===== src/rtl/sccb_cfg_sequencer.sv =====
// sccb_cfg_sequencer
//   Post-reset camera register loader. Walks an external {reg,data} table and
//   issues one 3-phase SCCB write (DEV_ADDR, reg, data) per entry on an
//   open-drain SCL/SDA pair. An entry whose reg byte is 8'hFF is a delay
//   marker: it causes DELAY_CYC idle cycles and no bus traffic.
// Ports
//   iCLK     system clock
//   iRST     asynchronous, active-low reset
//   iGO      level enable: high = run / hold result, low = abort and rewind
//   oIDX     table address
//   iDATA    table entry {reg[15:8], data[7:0]}, valid 1 cycle after oIDX
//   oSCL     SCL level (1 = released)
//   oSDA_OE  1 = pull SDA low, 0 = release
//   iSDA     SDA pin readback (ACK slot)
//   oBUSY    sequence in progress
//   oDONE    all entries written (sticky while iGO high)
//   oERR     entry failed after MAX_RETRY retries (sticky while iGO high)
module sccb_cfg_sequencer #(
    parameter int         CLK_DIV     = 125,
    parameter logic [7:0] DEV_ADDR    = 8'h42,
    parameter int         NUM_ENTRIES = 32,
    parameter int         IDX_W       = 8,
    parameter int         DELAY_CYC   = 500000,
    parameter int         MAX_RETRY   = 3
) (
    input  logic             iCLK,
    input  logic             iRST,
    input  logic             iGO,
    output logic [IDX_W-1:0] oIDX,
    input  logic [15:0]      iDATA,
    output logic             oSCL,
    output logic             oSDA_OE,
    input  logic             iSDA,
    output logic             oBUSY,
    output logic             oDONE,
    output logic             oERR
);

    localparam int DIV_W = $clog2(CLK_DIV + 1);
    localparam int DLY_W = $clog2(DELAY_CYC + 1);
    localparam int RTY_W = $clog2(MAX_RETRY + 2);
    localparam logic [DIV_W-1:0] DIV_LAST = DIV_W'(CLK_DIV - 1);
    localparam logic [DLY_W-1:0] DLY_LAST = DLY_W'(DELAY_CYC - 1);
    localparam logic [IDX_W-1:0] IDX_LAST = IDX_W'(NUM_ENTRIES - 1);
    localparam logic [RTY_W-1:0] RTY_MAX  = RTY_W'(MAX_RETRY);

    typedef enum logic [3:0] {
        S_IDLE, S_LOAD, S_DELAY, S_START, S_BYTE, S_STOP, S_GAP, S_DONE, S_ERROR
    } state_t;

    state_t           state_q, state_d;
    logic [DIV_W-1:0] div_q, div_d;
    logic [1:0]       qtr_q, qtr_d;
    logic [3:0]       bit_q, bit_d;
    logic [1:0]       byte_q, byte_d;
    logic [DLY_W-1:0] dly_q, dly_d;
    logic [IDX_W-1:0] idx_q, idx_d;
    logic [RTY_W-1:0] rty_q, rty_d;
    logic             nack_q, nack_d;
    logic             ld_q, ld_d;
    logic [7:0]       reg_q, reg_d;
    logic [7:0]       dat_q, dat_d;

    logic bus_phase;
    logic tick;
    logic advance;

    // The divider only runs in the bus-timed states, so every write starts
    // on a fresh quarter-bit and lasts exactly 120 ticks.
    assign bus_phase = (state_q == S_START) || (state_q == S_BYTE) ||
                       (state_q == S_STOP)  || (state_q == S_GAP);
    assign tick      = bus_phase && (div_q == DIV_LAST);

    always_ff @(posedge iCLK or negedge iRST) begin
        if (!iRST) begin
            state_q <= S_IDLE;
            div_q   <= '0;
            qtr_q   <= '0;
            bit_q   <= '0;
            byte_q  <= '0;
            dly_q   <= '0;
            idx_q   <= '0;
            rty_q   <= '0;
            nack_q  <= 1'b0;
            ld_q    <= 1'b0;
            reg_q   <= '0;
            dat_q   <= '0;
        end else begin
            state_q <= state_d;
            div_q   <= div_d;
            qtr_q   <= qtr_d;
            bit_q   <= bit_d;
            byte_q  <= byte_d;
            dly_q   <= dly_d;
            idx_q   <= idx_d;
            rty_q   <= rty_d;
            nack_q  <= nack_d;
            ld_q    <= ld_d;
            reg_q   <= reg_d;
            dat_q   <= dat_d;
        end
    end

    always_comb begin
        state_d = state_q;
        div_d   = '0;
        qtr_d   = qtr_q;
        bit_d   = bit_q;
        byte_d  = byte_q;
        dly_d   = dly_q;
        idx_d   = idx_q;
        rty_d   = rty_q;
        nack_d  = nack_q;
        ld_d    = ld_q;
        reg_d   = reg_q;
        dat_d   = dat_q;
        advance = 1'b0;

        if (bus_phase) begin
            div_d = tick ? '0 : div_q + 1'b1;
        end

        case (state_q)
            S_IDLE: begin
                idx_d = '0;
                rty_d = '0;
                ld_d  = 1'b0;
                if (iGO) begin
                    state_d = S_LOAD;
                end
            end
            S_LOAD: begin
                // First cycle covers the table read latency.
                if (!ld_q) begin
                    ld_d = 1'b1;
                end else begin
                    ld_d  = 1'b0;
                    reg_d = iDATA[15:8];
                    dat_d = iDATA[7:0];
                    if (iDATA[15:8] == 8'hFF) begin
                        state_d = S_DELAY;
                        dly_d   = '0;
                    end else begin
                        state_d = S_START;
                        qtr_d   = '0;
                        nack_d  = 1'b0;
                    end
                end
            end
            S_DELAY: begin
                if (dly_q == DLY_LAST) begin
                    advance = 1'b1;
                end else begin
                    dly_d = dly_q + 1'b1;
                end
            end
            S_START: begin
                if (tick) begin
                    qtr_d = qtr_q + 1'b1;
                    if (qtr_q == 2'd3) begin
                        state_d = S_BYTE;
                        bit_d   = '0;
                        byte_d  = '0;
                    end
                end
            end
            S_BYTE: begin
                // ACK sampled on the first cycle of q2.
                if (bit_q == 4'd8 && qtr_q == 2'd2 && div_q == '0 && iSDA) begin
                    nack_d = 1'b1;
                end
                if (tick) begin
                    qtr_d = qtr_q + 1'b1;
                    if (qtr_q == 2'd3) begin
                        if (bit_q == 4'd8) begin
                            bit_d = '0;
                            if (nack_q || byte_q == 2'd2) begin
                                state_d = S_STOP;
                            end else begin
                                byte_d = byte_q + 1'b1;
                            end
                        end else begin
                            bit_d = bit_q + 1'b1;
                        end
                    end
                end
            end
            S_STOP: begin
                if (tick) begin
                    qtr_d = qtr_q + 1'b1;
                    if (qtr_q == 2'd3) begin
                        state_d = S_GAP;
                    end
                end
            end
            S_GAP: begin
                if (tick) begin
                    qtr_d = qtr_q + 1'b1;
                    if (qtr_q == 2'd3) begin
                        if (!nack_q) begin
                            advance = 1'b1;
                        end else if (rty_q == RTY_MAX) begin
                            state_d = S_ERROR;
                        end else begin
                            rty_d   = rty_q + 1'b1;
                            state_d = S_LOAD;
                            ld_d    = 1'b0;
                        end
                    end
                end
            end
            S_DONE, S_ERROR: begin
                state_d = state_q;
            end
            default: begin
                state_d = S_IDLE;
            end
        endcase

        if (advance) begin
            rty_d = '0;
            if (idx_q == IDX_LAST) begin
                state_d = S_DONE;
            end else begin
                idx_d   = idx_q + 1'b1;
                state_d = S_LOAD;
                ld_d    = 1'b0;
            end
        end

        // Abort overrides everything; no STOP is generated.
        if (!iGO) begin
            state_d = S_IDLE;
            idx_d   = '0;
        end
    end

    logic [7:0] cur_byte;
    logic [2:0] bidx;

    always_comb begin
        cur_byte = DEV_ADDR;
        if (byte_q == 2'd1) cur_byte = reg_q;
        if (byte_q == 2'd2) cur_byte = dat_q;
        bidx     = 3'(4'd7 - bit_q);

        oSCL    = 1'b1;
        oSDA_OE = 1'b0;
        case (state_q)
            S_START: begin
                oSDA_OE = qtr_q[1];
            end
            S_BYTE: begin
                oSCL    = (qtr_q == 2'd1) || (qtr_q == 2'd2);
                oSDA_OE = (bit_q != 4'd8) && !cur_byte[bidx];
            end
            S_STOP: begin
                oSCL    = (qtr_q != 2'd0);
                oSDA_OE = (qtr_q != 2'd3);
            end
            default: begin
                oSCL    = 1'b1;
                oSDA_OE = 1'b0;
            end
        endcase

        oIDX  = idx_q;
        oDONE = (state_q == S_DONE);
        oERR  = (state_q == S_ERROR);
        oBUSY = (state_q != S_IDLE) && (state_q != S_DONE) && (state_q != S_ERROR);
    end

endmodule


===== config.mk =====
export PLATFORM = sky130hd
export DESIGN_NAME = sccb_cfg_sequencer
export DESIGN_NICKNAME = d
export VERILOG_FILES = /design/src/rtl/sccb_cfg_sequencer.sv
export SDC_FILE = /design/constraint.sdc
export NUM_CORES = 1
export LEC_CHECK = 0
export ABC_AREA = 1
export ABC_CLOCK_PERIOD_IN_PS = 2700
export BUFFER_PORTS_ARGS = -buffer_cell sky130_fd_sc_hd__clkbuf_2
export CAP_MARGIN = 15
export CORE_MARGIN = 3
export CORE_UTILIZATION = 50
export DETAILED_ROUTE_END_ITERATION = 10
export PLACE_DENSITY = 0.68
export SLEW_MARGIN = 40
export SYNTH_ARGS = -nofsm -noshare
export SYNTH_HDL_FRONTEND = slang
export SYNTH_SLANG_ARGS = --single-unit

===== constraint.sdc =====
create_clock -name iCLK -period 2.7 [get_ports iCLK]
set_clock_uncertainty 0.2 [all_clocks]
set_input_delay 0.81 -clock iCLK [delete_from_list [all_inputs] [get_ports iCLK]]
set_output_delay 0.81 -clock iCLK [all_outputs]
set_load 0.01 [all_outputs]

==> results of run 1 <==
cells in the mapped netlist, drive strengths merged, types with 2 or more instances:
library cell,instances
a21oi,16
buf,6
clkbuf,2
dfrtp,67
ha,13
inv,71
nand2,165
nand3,55
nand4,28
nor2,73
nor3,13
o211ai,2
o21ai,25
o22ai,7
or2,5
xnor2,4
xor2,11
sequential cells by signal, indices dropped and copies added (netlist names), 3 cells and up:
| name | count |
|---|---|
| reg_q | 8 |
| bit_q | 4 |
| oIDX | 8 |
| state_q | 4 |
| dly_q | 19 |
| dat_q | 8 |
| rty_q | 3 |
| div_q | 7 |
logic make-up (layout without fill, tap and decap cells):
kind of cell    count (synthesis)  after routing  share of synthesized area (%)
xor+xnor                       15             15                          3.183
compound gates                 55             55                          7.548
buf+inv                        79            134                          7.729
fa+ha+maj                      13             13                          3.941
simple gates                  340            340                          36.98
flops                          67             67                          40.62
metal layers:
metal,up-vias,share of wire (%),GRT usage [%]
li1,1952,-,-
met1,1805,47,28.28
met2,70,48,36.15
met3,15,3.3,2.956
met4,0,1.7,7.667
met5,-,0,0
per-stage QoR:
stage	instances	total power, mW	worst slack [ns]
floorplan	569	2.252	0.3899
global placement	703	2.551	0.1731
detailed placement	703	2.589	0.1642
CTS	722	3.462	-0.08565
global route	726	3.713	-0.1110
finish	726	3.457	-0.02822
how the worst max path moves through the flow:
stage / startpoint / end / slack, ns
2_1_floorplan: byte_q[1] / oSDA_OE / 0.39
3_3_place_gp: byte_q[1] / oSDA_OE / 0.17
3_5_place_dp: byte_q[1] / oSDA_OE / 0.16
4_1_cts: byte_q[1] / oSDA_OE / -0.09
5_1_grt: byte_q[1] / oSDA_OE / -0.11
6_report: bit_q[0] / oSDA_OE / -0.03
area by class of cell:
cell class | count | area (µm²) | area share [%]
clock buffer | 9 | 123.9 | 2.611
clock inverter | 7 | 76.32 | 1.609
inverter | 71 | 269.0 | 5.671
multi-input combinational | 423 | 2173 | 45.82
sequential | 67 | 1682 | 35.45
tap | 102 | 127.6 | 2.691
timing repair buffer | 47 | 291.5 | 6.146
layout by cell type, fill, tap and decap left out, types with 4 or more instances in the layout:
cell | Yosys | routed
nand2_1 | 161 | 159
nor2_1 | 66 | 65
inv_1 | 68 | 63
dfrtp_1 | 67 | 63
nand3_1 | 53 | 50
clkbuf_2 | 0 | 30
nand4_1 | 28 | 28
o21ai_0 | 20 | 20
buf_4 | 3 | 14
a21oi_1 | 14 | 13
nor3_1 | 13 | 13
ha_1 | 13 | 12
xor2_1 | 11 | 11
clkbuf_8 | 0 | 9
o22ai_1 | 7 | 7
inv_2 | 2 | 7
o21ai_1 | 5 | 5
nand3_2 | 2 | 5
nor2_2 | 3 | 4
nand2_2 | 2 | 4
xnor2_1 | 4 | 4
dfrtp_2 | 0 | 4
power by group through the flow:
| stage | Sequential [mW] | Clock (mW) | Combinational, mW |
|---|---|---|---|
| floorplan | 1.40 | 0 | 0.850 |
| global placement | 1.46 | 0 | 1.09 |
| detailed placement | 1.46 | 0 | 1.13 |
| CTS | 1.45 | 0.888 | 1.13 |
| global route | 1.49 | 0.919 | 1.30 |
| finish | 1.45 | 0.866 | 1.14 |
timing repair:
item                                    in CTS  in global routing
setup buffers                                3                  4
endpoints found under the setup margin       1                  3
pin swaps                                    3                  6
resized for setup                            6                 15
hold buffers                                 0                  0
==> metrics, run 1 <==
Synth Net Count 602; Post-DRT Antenna Nets 0; crit path kind register to output pin; Slew headroom roughly 59%; Routability Congestion 0.8890; Crit. End Element output pin; worst skew pair latency 0.35 ns; first-pass GRT wire length 17060 µm; sequential-to-total area share from yosys stat around 41%; Critical Path AT 1.72 ns; Starting Density 52.33%; Buffers on Ports 32; number of flops mapped to enable cells by yosys 0; Comb pwr share ~33%; cell taking the most area after synthesis dfrtp_1; DIE HEIGHT just under 100 µm; Worst-path clk slew 0.09 ns; clock network fraction of total power 25.0%; final instance area ~4700 µm²; Syn. warnings 0; flops & latches, synth 67; worst-path fanout max 6; final setup vio count 1; fin crit period 2.728 ns; CTS H-tree depth 3; Async SR Flop Fraction 100.0%; Worst EP required ~1.7 ns; Root Driver clkbuf_8; num ports 33; FMAX about 370 MHz; prevailing post-synth register cell dfrtp_1; Die Wd 96.86 µm; Max Cap Viol 0; Peak VDD IR around 410 µV; Slowest cell on crit path dfrtp_2; Switch Pwr 1.376 mW; Overflow after GRT 0; initial antenna violation count 0; Tightest Hold Check Type input port to asynchronous set/reset pin; CP bufs+invs 1; die area 9382 µm²; CP top delay family simple AND/OR/NAND/NOR gates; CP peak stage delay ~0.45 ns; final WL 9630 µm; share of cells above drive strength 1 16.51%; clock buffer count from CTS 9; Final #Nets 652; Int Pwr 2.082 mW; Post-Synthesis Cells 569; total track usage 21.48%; setup_tns -0.02822 ns; worst setup margin -0.02822 ns; Slew Viols, Final 0; Synth cell types 37; failing checks setup timing; r2r worst-path depth 8; WHS 0.2025 ns; CP startpoint kind register; Pre-antenna DRT Iters 5; Top cell by count, worst path nand3_2; WP depth 7; PD cells 728.9 nW/µm²; routed vias around 3800; top cells by area, synth dfrtp_1 41%, nand2_1 15%, nand3_1 6.4%, inv_1 6.2%, nor2_1 6.0%; initial drt markers around 170; clock sinks 67; Lkg Pwr roughly 2.3 nW; final hold vios 0; Worst-Margin Slew between 0.6 and 0.7 ns; Layout area overhead 14.91%; DRC violations left 0; Sw Ratio 39.79%; vias in the first global route 3781; reg2reg start dly_q[0]; # diodes 0; placed wire-length estimate 7182 µm; fill count ~740; Mapped Area between 4000 and 5000 µm²; Core Area 7888 µm²; crit-path cells or2_2 -> o211ai_1 -> nand4_1 -> nand3_1 -> nand3_2 -> nand3_2 -> buf_6; Placed Instance Area about 4400 µm²; Period Utilization, post-route 101.0%; CTS tree done; Syn Area/Cell 7.254 µm²; CTS Buffer Depth 2; status complete, but fails checks; mean number of vias per cell 5.292; wire per inst around 13 µm; sequential fraction of design power 42.0%; Reg-to-Reg End state_q[1]; RSZ-0062 raised after global routing yes; row cnt 32; Core Util, Final 60.14%; top cell type's share of synthesized area 40.62%; slack of the worst reg-to-reg path just under 0.3 ns; largest net degree at the start of global routing 40
Power figures use the tool's default switching activity.
==> inputs of run 2 (changes only) <==
Settings changed: CORE_UTILIZATION 50 to 59, PLACE_DENSITY 0.68 to 0.79.
==> run 2 against run 1 <==
  * Register-to-register slack improved by 0.03 ns
  * Worst hold slack improved by 0.035 ns
  * The flow still finishes with violations (setup timing)
  * Setup slack got worse by 0.026 ns
  * Via count rose by 3.0%
  * Maximum frequency fell by 0.95%
  * Largest cell class unchanged
  * Final area barely moved
  * Cell count fell by 1.4%
  * Combinational power barely moved
  * Clock-buffer cell count rose by 3
  * Clock power rose by 10%
==> metrics, run 2 (synthesis results as in run 1) <==
status complete, but fails checks; failing checks setup timing; Max Cap Viol 0; Largest register FFs 19; Lkg Pwr 2.277 nW; crit path kind register to output pin; Root Driver clkbuf_8; worst skew pair latency 0.35 ns; CTS Buffer Depth 2; RSZ-0062 raised after global routing yes; final WL 9492 µm; Peak VDD IR around 440 µV; Final #Nets 651; CP startpoint kind register; initial antenna violation count 0; fin crit period 2.754 ns; Finished Layout Cells 716; Reg-to-Reg End dly_q[7]; CTS tree done; clock network fraction of total power 26.7%; Post-DRT Antenna Nets 0; final setup vio count 1; Period Utilization, post-route 102.0%; Tightest Hold Check Type input port to asynchronous set/reset pin; Pre-antenna DRT Iters 5; final hold vios 0; clock buffer count from CTS 9; slack of the worst reg-to-reg path 0.32 ns; Switch Pwr ~1.3 mW; Design Power 3.577 mW; Int Pwr 2.229 mW; Layout area overhead 14.97%; FMAX 363.1 MHz; share of cells above drive strength 1 15.73%; PD cells 753.6 nW/µm²; worst setup margin -0.05434 ns; Worst-path clk slew 0.08 ns; Crit. End Element output pin; Slew Viols, Final 0; sequential fraction of design power 40.5%; worst-path fanout max 2; first-pass GRT wire length approximately 16000 µm; DRC violations left 0; wire per inst ~13 µm; commonest non-fill, non-tap cell in the layout nand2_1; Sw Ratio a little under two fifths; GR Util met1 32.25%; placed wire-length estimate 6951 µm; Global Route met2 Usage 42.89%; Starting Density 62.85%; Most flops, register dly_q; # diodes 0; Critical Path AT 1.74 ns; routed vias 3958; Buffers on Ports 32; largest net degree at the start of global routing about 70; Post-Place Cells 692; r2r worst-path depth 10; reg2reg start state_q[3]; clock sinks 67; Core Area 6568 µm²; Routability Congestion 0.9706; num ports 33; Worst EP required 1.69 ns; most frequent cells in the layout 159 x nand2_1, 65 x nor2_1, 65 x inv_1, 64 x dfrtp_1, 50 x nand3_1; Core Util, Final slightly above 70%; total track usage between 20% and 30%; die area roughly 8000 µm²; Die Wd 89.64 µm; setup_tns -0.05434 ns; Worst-Margin Slew 0.5676 ns; Placed Instance Area 4412 µm²; final instance area 4746 µm²; vias in the first global route roughly 3700; CTS H-tree depth 3; mean number of vias per cell 5.528; row cnt 29; Overflow after GRT 0; Slew headroom 61.87%; layer with the highest usage met2; GR Layer Usage met3 under 10%; DIE HEIGHT around 90 µm; Comb pwr share 32.8%; initial drt markers 243; Hold Buf Count CTS 0
[run 2: changes by cell type in the layout (fill, tap and decap cells not counted), sizes merged]
cell      delta
clkinvlp     -1
clkbuf       +2
inv          -2
bufinv       +1
clkinv       -1
[run 2: what timing repair did]
| item | in CTS | in global routing |
|---|---|---|
| resized for setup | 9 | 10 |
| pin swaps | 4 | 3 |
| setup buffers | 2 | 6 |
| setup endpoints to repair | 1 | 3 |
[run 2: cell type report]
class / count / area (µm²)
multi-input combinational: 423 / 2168
fill: 509 / 1822
sequential: 67 / 1680
timing repair buffer: 46 / 284.0
inverter: 71 / 269.0
clock buffer: 12 / 155.1
tap: 93 / 116.4
clock inverter: 4 / 72.57
[run 2: stage by stage]
| step | hold slack, ns | worst slack (ns) |
|---|---|---|
| after floorplan | 0.2338 | 0.3899 |
| after global routing | 0.2609 | -0.1223 |
| after global placement | 0.2505 | 0.1889 |
| after CTS | 0.2750 | -0.06564 |
| after detailed placement | 0.2585 | 0.1396 |
| final | 0.2377 | -0.05434 |
[run 2: critical path, stage by stage, from the launching register on]
cell	delay, ns
dfrtp_1	0.38
inv_1	0.06
ha_2	0.18
inv_2	0.04
or2_4	0.22
a21oi_2	0.11
nand2_1	0.07
nand3_2	0.06
nand3_2	0.09
nand3_2	0.08
buf_6	0.10
[run 2: routing by layer]
layer  routed length (µm)  up-vias  share of wire (%)
li1                     -     1949                  -
met1                 4050     1845                 43
met2                 4682      137                 49
met3                  522       27                5.5
met4                  237        0                2.5
met5                    0        -                  0
[run 2: worst max path at each step]
stage	start	to	slack [ns]	depth (start not counted)
2_1_floorplan	byte_q[1]	oSDA_OE	0.39	9
3_3_place_gp	byte_q[1]	oSDA_OE	0.19	10
3_5_place_dp	byte_q[1]	oSDA_OE	0.14	10
4_1_cts	byte_q[1]	oSDA_OE	-0.07	10
5_1_grt	byte_q[1]	oSDA_OE	-0.12	10
6_report	byte_q[1]	oSDA_OE	-0.05	10
[run 2: power groups by stage]
stage	logic [mW]	registers [mW]	clock network, mW
after floorplan	0.850	1.40	0
after global placement	1.07	1.46	0
after detailed placement	1.12	1.46	0
after CTS	1.12	1.45	0.961
after global routing	1.35	1.48	1.02
final	1.17	1.45	0.955
==> inputs of run 3 (changes only) <==
Settings changed: MAX_ROUTING_LAYER set to met4, PLACE_DENSITY 0.79 to 0.75.
==> run 3 against run 2 <==
  * The run still ends with setup timing left
  * Maximum frequency is 0.45% higher
  * Critical path depth stayed put
  * First-iteration DRC count is 15% lower
  * Sequential power hardly changed
  * Critical path type unchanged
  * Critical endpoint unchanged
  * Largest cell class unchanged
  * Largest power group unchanged
==> metrics, run 3 (synthesis results as in run 1) <==
Design Power approximately 3.4 mW; vias in the first global route 3598; Slowest cell on crit path dfrtp_1; CTS H-tree depth 3; Worst-Margin Slew around 0.64 ns; placed wire-length estimate 7039 µm; Largest register FFs 19; FMAX about 360 MHz; Lkg Pwr roughly 2.2 nW; CP top delay family simple AND/OR/NAND/NOR gates; Core Area 6568 µm²; Starting Density a little over three fifths; CP bufs+invs 3; total track usage between 20% and 30%; failing checks setup timing; crit path kind register to output pin; Top cell by count, worst path nand3_2; Max Cap Viol 0; worst skew pair latency 0.36 ns; row cnt 29; DIE HEIGHT 89.64 µm; mean number of vias per cell 5.379; Critical Path AT 1.73 ns; routed vias 3830; CTS Buffer Depth 2; final instance area 4676 µm²; Die Wd 89.64 µm; Buffers on Ports 32; Tightest Hold Check Type input port to asynchronous set/reset pin; commonest non-fill, non-tap cell in the layout nand2_1; Most flops, register dly_q; Peak VDD IR between 400 and 500 µV; Root Driver clkbuf_8; die area 8035 µm²; Layout area overhead 13.28%; Hold Buf Count CTS 0; final WL 9566 µm; setup_tns -0.04214 ns; Overflow after GRT 0; final setup vio count 1; WHS 0.2540 ns; final hold vios 0; Slew headroom 57.00%; # diodes 0; fin crit period 2.742 ns; num ports 33; Slew Viols, Final 0; status complete, but fails checks; Pre-antenna DRT Iters 4; worst setup margin -0.04214 ns; PD cells 726.5 nW/µm²; CP peak stage delay approximately 0.4 ns; crit-path cells inv_2 -> ha_4 -> inv_2 -> or2_4 -> a21oi_2 -> nand2_1 -> nand3_2 -> nand3_2 -> nand3_2 -> buf_6; clock sinks 67; Placed Instance Area 4407 µm²; Post-DRT Antenna Nets 0; Core Util, Final between 70% and 80%; wire per inst about 13 µm; CP startpoint kind register; fill count 548; Final #Nets 648; Worst-path clk slew 0.08 ns; DRC violations left 0; most frequent cells in the layout 160 x nand2_1, 64 x nor2_1, 64 x inv_1, 64 x dfrtp_1, 50 x nand3_1; first-pass GRT wire length 16080 µm; Period Utilization, post-route 101.6%; clock buffer count from CTS 9; share of cells above drive strength 1 ~16%; Crit. End Element output pin; Routability Congestion between 0.9 and 1; initial antenna violation count 0; Worst EP required roughly 1.7 ns; worst-path fanout max 3; CTS tree done; largest net degree at the start of global routing 40; initial drt markers 206; RSZ-0062 raised after global routing yes
## run 3: cell type report
cell class / count / area, µm² / area share [%]
clock buffers: 12 / 165.2 / 3.532
clock inverters: 3 / 22.52 / 0.4817
inverters: 71 / 269.0 / 5.753
multi-input cells: 423 / 2173 / 46.48
flip-flops and latches: 67 / 1680 / 35.94
well taps: 93 / 116.4 / 2.489
repair buffers: 43 / 249.0 / 5.325
## run 3: layer usage
metal	vias to the layer above	track usage (%)	wire, µm
li1	1942	-	-
met3	20	3.832	443
met1	1783	34.00	4272
met5	-	-	0
met2	85	42.35	4682
met4	0	11.64	167
## run 3: metrics by stage
step                cells  setup WS [ns]
floorplan             569         0.3899
global placement      693         0.1828
detailed placement    693         0.1276
CTS                   710       -0.07002
global route          712        -0.1135
finish                712       -0.04214
## run 3: worst reg2reg max path, stage by stage, from the launching register on
cell     delay, ns
dfrtp_1       0.43
ha_1          0.35
nand3_1       0.17
nor3_1        0.29
nand3_1       0.23
nand2_2       0.20
nand2_2       0.17
nor2_1        0.13
nor2_1        0.05
nor2_1        0.08
## run 3: repair_timing
item	in CTS	in global routing
resized for setup	8	11
pin swaps	4	2
buffers inserted	2	2
endpoints found under the setup margin	1	2
## run 3: path summary, 6_finish.rpt
kind / depth (start not counted) / slack (ns) / endpoint / from
worst max-delay path: 10 / -0.04 / oSDA_OE / byte_q[1]
worst min-delay path: 2 / 0.25 / dly_q[16] / iRST
worst max register to register: 9 / 0.32 / oIDX[2] / dly_q[0]
worst min register to register: 2 / 0.27 / dat_q[7] / dat_q[7]
max in group asynchronous: 2 / 1.61 / bit_q[0] / iRST
min in group iCLK: 2 / 0.27 / dat_q[7] / dat_q[7]
## run 3: where the power goes
part / switching [mW] / internal [mW]
clock network: 0.399 / 0.403
logic: 0.736 / 0.402
registers: 0.215 / 1.24
total: 1.35 / 2.05
